**config.mk**
```make
export PLATFORM = sky130hd
export DESIGN_NAME = booth_nucleo
export DESIGN_NICKNAME = d
export VERILOG_FILES = /design/src/rtl/booth_nucleo.sv
export SDC_FILE = /design/constraint.sdc
export NUM_CORES = 1
export LEC_CHECK = 0
export ABC_AREA = 1
export CORE_ASPECT_RATIO = 0.9
export CORE_UTILIZATION = 50
export CTS_BUF_LIST = sky130_fd_sc_hd__clkbuf_8
export CTS_CLUSTER_DIAMETER = 200
export DETAILED_ROUTE_END_ITERATION = 10
export PLACE_DENSITY = 0.76
export SETUP_SLACK_MARGIN = 0.1
export SKIP_CTS_REPAIR_TIMING = 1
export SLEW_MARGIN = 20
export SYNTH_ARGS = -nofsm -noshare
export SYNTH_HDL_FRONTEND = slang
export SYNTH_SLANG_ARGS = --single-unit
```
**constraint.sdc**
```tcl
create_clock -name clk -period 2.63 [get_ports clk]
set_clock_uncertainty 0.1 [all_clocks]
set_input_delay 0.263 -clock clk [delete_from_list [all_inputs] [get_ports clk]]
set_output_delay 0.263 -clock clk [all_outputs]
set_load 0.005 [all_outputs]
```
**src/rtl/booth_nucleo.sv**
```systemverilog
// Radix-2 Booth sequential signed multiplier: one iteration per clock, registered product and done strobe.
// Optional overlapping-start flag enabled by defining BOOTH_ERR_SOLAPE_EN.
module booth_nucleo #(
  parameter int ancho = 4
) (
  input  logic                 clk,
  input  logic                 rst,
  input  logic                 inicio,
  input  logic [ancho-1:0]     multiplicando,
  input  logic [ancho-1:0]     multiplicador,
  output logic [2*ancho-1:0]   producto,
  output logic                 listo,
`ifdef BOOTH_ERR_SOLAPE_EN
  output logic                 err_solape,
`endif
  output logic                 ocupado
);

  localparam int CW = $clog2(ancho + 1);

  typedef enum logic [1:0] {
    IDLE = 2'd0,
    CALC = 2'd1,
    FIN  = 2'd2
  } estado_t;

  estado_t              estado_q, estado_d;
  logic [ancho:0]       a_q, a_d;
  logic [ancho:0]       m_q, m_d;
  logic [ancho-1:0]     q_q, q_d;
  logic                 q1_q, q1_d;
  logic [CW-1:0]        cont_q, cont_d;
  logic [2*ancho-1:0]   producto_q, producto_d;
  logic                 listo_q, listo_d;
  logic                 ocupado_q, ocupado_d;
  logic [ancho:0]       suma_s;
`ifdef BOOTH_ERR_SOLAPE_EN
  logic                 err_q, err_d;
`endif

  // Next-state, Booth datapath and output computation
  always_comb begin
    estado_d   = estado_q;
    a_d        = a_q;
    m_d        = m_q;
    q_d        = q_q;
    q1_d       = q1_q;
    cont_d     = cont_q;
    producto_d = producto_q;
    listo_d    = 1'b0;
    ocupado_d  = ocupado_q;
    suma_s     = a_q;
`ifdef BOOTH_ERR_SOLAPE_EN
    err_d      = err_q | (inicio & (estado_q != IDLE));
`endif
    case (estado_q)
      IDLE: begin
        if (inicio) begin
          a_d       = {(ancho+1){1'b0}};
          q_d       = multiplicador;
          q1_d      = 1'b0;
          m_d       = {multiplicando[ancho-1], multiplicando};
          cont_d    = CW'(ancho);
          ocupado_d = 1'b1;
          estado_d  = CALC;
        end else begin
          estado_d  = IDLE;
        end
      end
      CALC: begin
        case ({q_q[0], q1_q})
          2'b01:   suma_s = a_q + m_q;
          2'b10:   suma_s = a_q - m_q;
          default: suma_s = a_q;
        endcase
        // Arithmetic right shift of {A', Q, q_1}
        a_d    = {suma_s[ancho], suma_s[ancho:1]};
        q_d    = {suma_s[0], q_q[ancho-1:1]};
        q1_d   = q_q[0];
        cont_d = cont_q - CW'(1'b1);
        if (cont_q == CW'(1'b1)) begin
          estado_d = FIN;
        end else begin
          estado_d = CALC;
        end
      end
      FIN: begin
        producto_d = {a_q[ancho-1:0], q_q};
        listo_d    = 1'b1;
        ocupado_d  = 1'b0;
        estado_d   = IDLE;
      end
      default: begin
        estado_d  = IDLE;
        ocupado_d = 1'b0;
      end
    endcase
  end

  // State and datapath registers with synchronous reset
  always_ff @(posedge clk) begin
    if (rst) begin
      estado_q   <= IDLE;
      a_q        <= {(ancho+1){1'b0}};
      m_q        <= {(ancho+1){1'b0}};
      q_q        <= {ancho{1'b0}};
      q1_q       <= 1'b0;
      cont_q     <= {CW{1'b0}};
      producto_q <= {(2*ancho){1'b0}};
      listo_q    <= 1'b0;
      ocupado_q  <= 1'b0;
`ifdef BOOTH_ERR_SOLAPE_EN
      err_q      <= 1'b0;
`endif
    end else begin
      estado_q   <= estado_d;
      a_q        <= a_d;
      m_q        <= m_d;
      q_q        <= q_d;
      q1_q       <= q1_d;
      cont_q     <= cont_d;
      producto_q <= producto_d;
      listo_q    <= listo_d;
      ocupado_q  <= ocupado_d;
`ifdef BOOTH_ERR_SOLAPE_EN
      err_q      <= err_d;
`endif
    end
  end

  assign producto = producto_q;
  assign listo    = listo_q;
  assign ocupado  = ocupado_q;
`ifdef BOOTH_ERR_SOLAPE_EN
  assign err_solape = err_q;
`endif

endmodule

```
==> results.json <==
{
  "status": "finished clean",
  "area_growth_pct": 19.6,
  "post-route-period-util_pct": 83.6,
  "cap_violations": 0,
  "die_h_um": 52.0,
  "yosysWarnings": 0,
  "core.rowCount": 17,
  "start_util_pct": 54.8,
  "path_buf_inv": 3,
  "grt_max_degree": 17,
  "synth_area_per_cell_sq_um": 7.84,
  "period_needed_ns": 2.20,
  "rsz0062_at_grt": "false",
  "slowest_delay_ns": 0.35,
  "clk_latency_ns": 0.27,
  "coreArea_sq_um": 2530,
  "ir_drop_uv": 433,
  "diodes": 0,
  "relSlewSlack_pct": 52.3,
  "cp_max_fo": 3,
  "ys_seq_area_share_pct": 40.4,
  "synth_top_cell_by_area": "dfxtp_1",
  "intPower_uw": 710,
  "io_buffers": 20,
  "clockPowerShare_pct": 25.4,
  "grt_antenna_before_repair": 0,
  "crit_top_cell": "inv_1",
  "crit_path_top_delay_cell": "dfxtp_1",
  "drt-pass1-iter-count": 4,
  "die-width_um": 57.5,
  "crit_chain": "inv_1, ha_1, inv_1, o21ai_0, inv_1, ha_1, nand2_1, o21ai_0, or2_2, nand3_1, a21oi_1",
  "dp_hpwl_um": 2210,
  "hold_viol_final": 0,
  "synth_cells": 177,
  "ios": 21,
  "yosys_register_bits": 28,
  "cp.depth": 11,
  "synthesis.area_sq_um": 1390,
  "cts.path.max_buffers": 2,
  "overflow": 0,
  "report.final.slew_viol_count": 0,
  "crit_arrival_ns": 2.26,
  "stdcell_area_sq_um": 1660,
  "pwr-share-seq_pct": 47.4,
  "worst_hold_slack_ns": 0.364,
  "dp.cells": 222,
  "htreeDepth": 1,
  "routed_wl_um": 2890,
  "nets": 219,
  "cts_inserted_buffers": 3,
  "drcViolationCount": 0,
  "cp.required_ns": 2.70,
  "p_leak_nw": 0.680,
  "vias": 1200,
  "synth_top_cells_by_area": "dfxtp_1 40%, o21ai_0 7.6%, nand2_1 7.3%, ha_1 7.2%, a21oi_1 5.8%",
  "place_congestion": 0.821,
  "min_path_cells": 2,
  "dpl_cell_area_sq_um": 1600,
  "grt.total_usage_pct": 21.5,
  "cp_top_family": "adder cells",
  "worst_pin_slew_ns": 0.714,
  "path_clk_slew_ns": 0.09,
  "layout.cells.non_filler": 226,
  "synth_cell_types": 27,
  "worstSetupStartpointType": "flop",
  "path_class": "flop to flop",
  "layout_common_cells": "28 x dfxtp_1, 27 x nand2_1, 21 x inv_1, 21 x o21ai_0, 20 x clkdlybuf4s50_1",
  "powerDensity_nw_per_um2": 616,
  "hp-class": "flop to flop",
  "fin_setup_tns_ns": 0,
  "first_iter_violations": 43,
  "setup_viol_count_final": 0,
  "final_common_cell": "dfxtp_1",
  "end_kind": "flop",
  "p_switching_uw": 312,
  "combPwrFrac_pct": 27.2,
  "cts_tree": "built",
  "antenna_left": 0,
  "die_area_sq_um": 2990,
  "cts_root_buf": "clkbuf_8",
  "cts_num_sinks": 28,
  "rr_worst_depth": 11,
  "syn-num-nets": 197,
  "first_global_vias": 1136,
  "detail_route.wl_per_cell_um": 12.8,
  "drive_above_1_share_pct": 8.08,
  "switching_share_pct": 30.6,
  "netlist.area_leader.share_pct": 40.4,
  "avgViaCountPerCell": 5.31,
  "grt_pass1_wl_um": 4900,
  "max_freq_ghz": 0.455
}
-- worst paths after layout --
check                           slack [ns]  startpoint       to
worst max-delay path                  0.43      m_q[0]   a_q[2]
worst min-delay path                  0.36     ocupado  ocupado
worst max register to register        0.43      m_q[0]   a_q[2]
worst min register to register        0.36     ocupado  ocupado
-- per-layer routing --
layer	routed length, um	up-vias	GRT usage [%]
met5	0	-	0
li1	-	628	-
met2	1350	33	37.8
met1	1360	534	27.0
met3	151	5	4.98
met4	33	0	3.66
-- synthesized netlist by cell type --
cell type,number
o21ai_0,21
nor2b_1,1
a22oi_1,2
dfxtp_1,28
inv_1,21
buf_4,1
a31oi_1,4
o21ai_1,4
nor2_4,2
fa_1,1
xnor2_1,2
nand2_4,3
a221oi_2,2
nor2_1,16
buf_1,1
o32ai_1,1
nand3_1,7
inv_4,1
xor2_1,1
inv_2,2
buf_6,1
or2_2,1
ha_1,8
a21oi_1,16
nand2_1,27
clkbuf_1,1
or2_0,2
-- sequential cells by signal, summed over array words and instances (netlist names) --
signal / cells
producto: 8
a_q: 4
m_q: 4
q_q: 4
cont_q: 3
estado_q: 2
listo: 1
ocupado: 1
q1_q: 1
-- worst register-to-register path, cell delays in order (launching register included) --
cell	delay (ns)
dfxtp_1	0.35
inv_1	0.08
ha_1	0.28
inv_1	0.04
o21ai_0	0.30
inv_1	0.09
ha_1	0.28
nand2_1	0.06
o21ai_0	0.10
or2_2	0.29
nand3_1	0.07
a21oi_1	0.06
-- cell families (layout without fill, tap and decap cells) --
kind of cell | after synthesis | in the layout | share of synthesized area, %
fa+ha+maj | 9 | 9 | 8.66
xor+xnor | 3 | 3 | 1.89
flops | 28 | 28 | 40.4
buf+inv | 28 | 49 | 8.57
simple gates | 59 | 59 | 20.0
compound gates | 50 | 50 | 20.5
-- cell type report --
type	instances	area [sq um]
fill	208	872
multi-input combinational	121	708
sequential	28	561
timing repair buffer	21	208
inverter	24	92.6
clock buffer	4	55.1
tap	28	35.0
-- per-stage QoR --
stage                     power, mW  util (%)  setup WS [ns]
final                          1.02      65.5          0.432
after global routing           1.08      65.5          0.274
after CTS                      1.03      65.5          0.426
after detailed placement      0.770      63.4          0.427
after global placement        0.757      63.4          0.510
after floorplan               0.698         -          0.642
-- power groups by stage --
stage               sequential, mW  combinational (mW)  clock (mW)
floorplan                    0.487               0.211           0
global placement             0.491               0.266           0
detailed placement           0.493               0.277           0
CTS                          0.483               0.279       0.264
global route                 0.487               0.315       0.280
finish                       0.484               0.278       0.260
No activity file was read; power rests on OpenSTA's default activity.
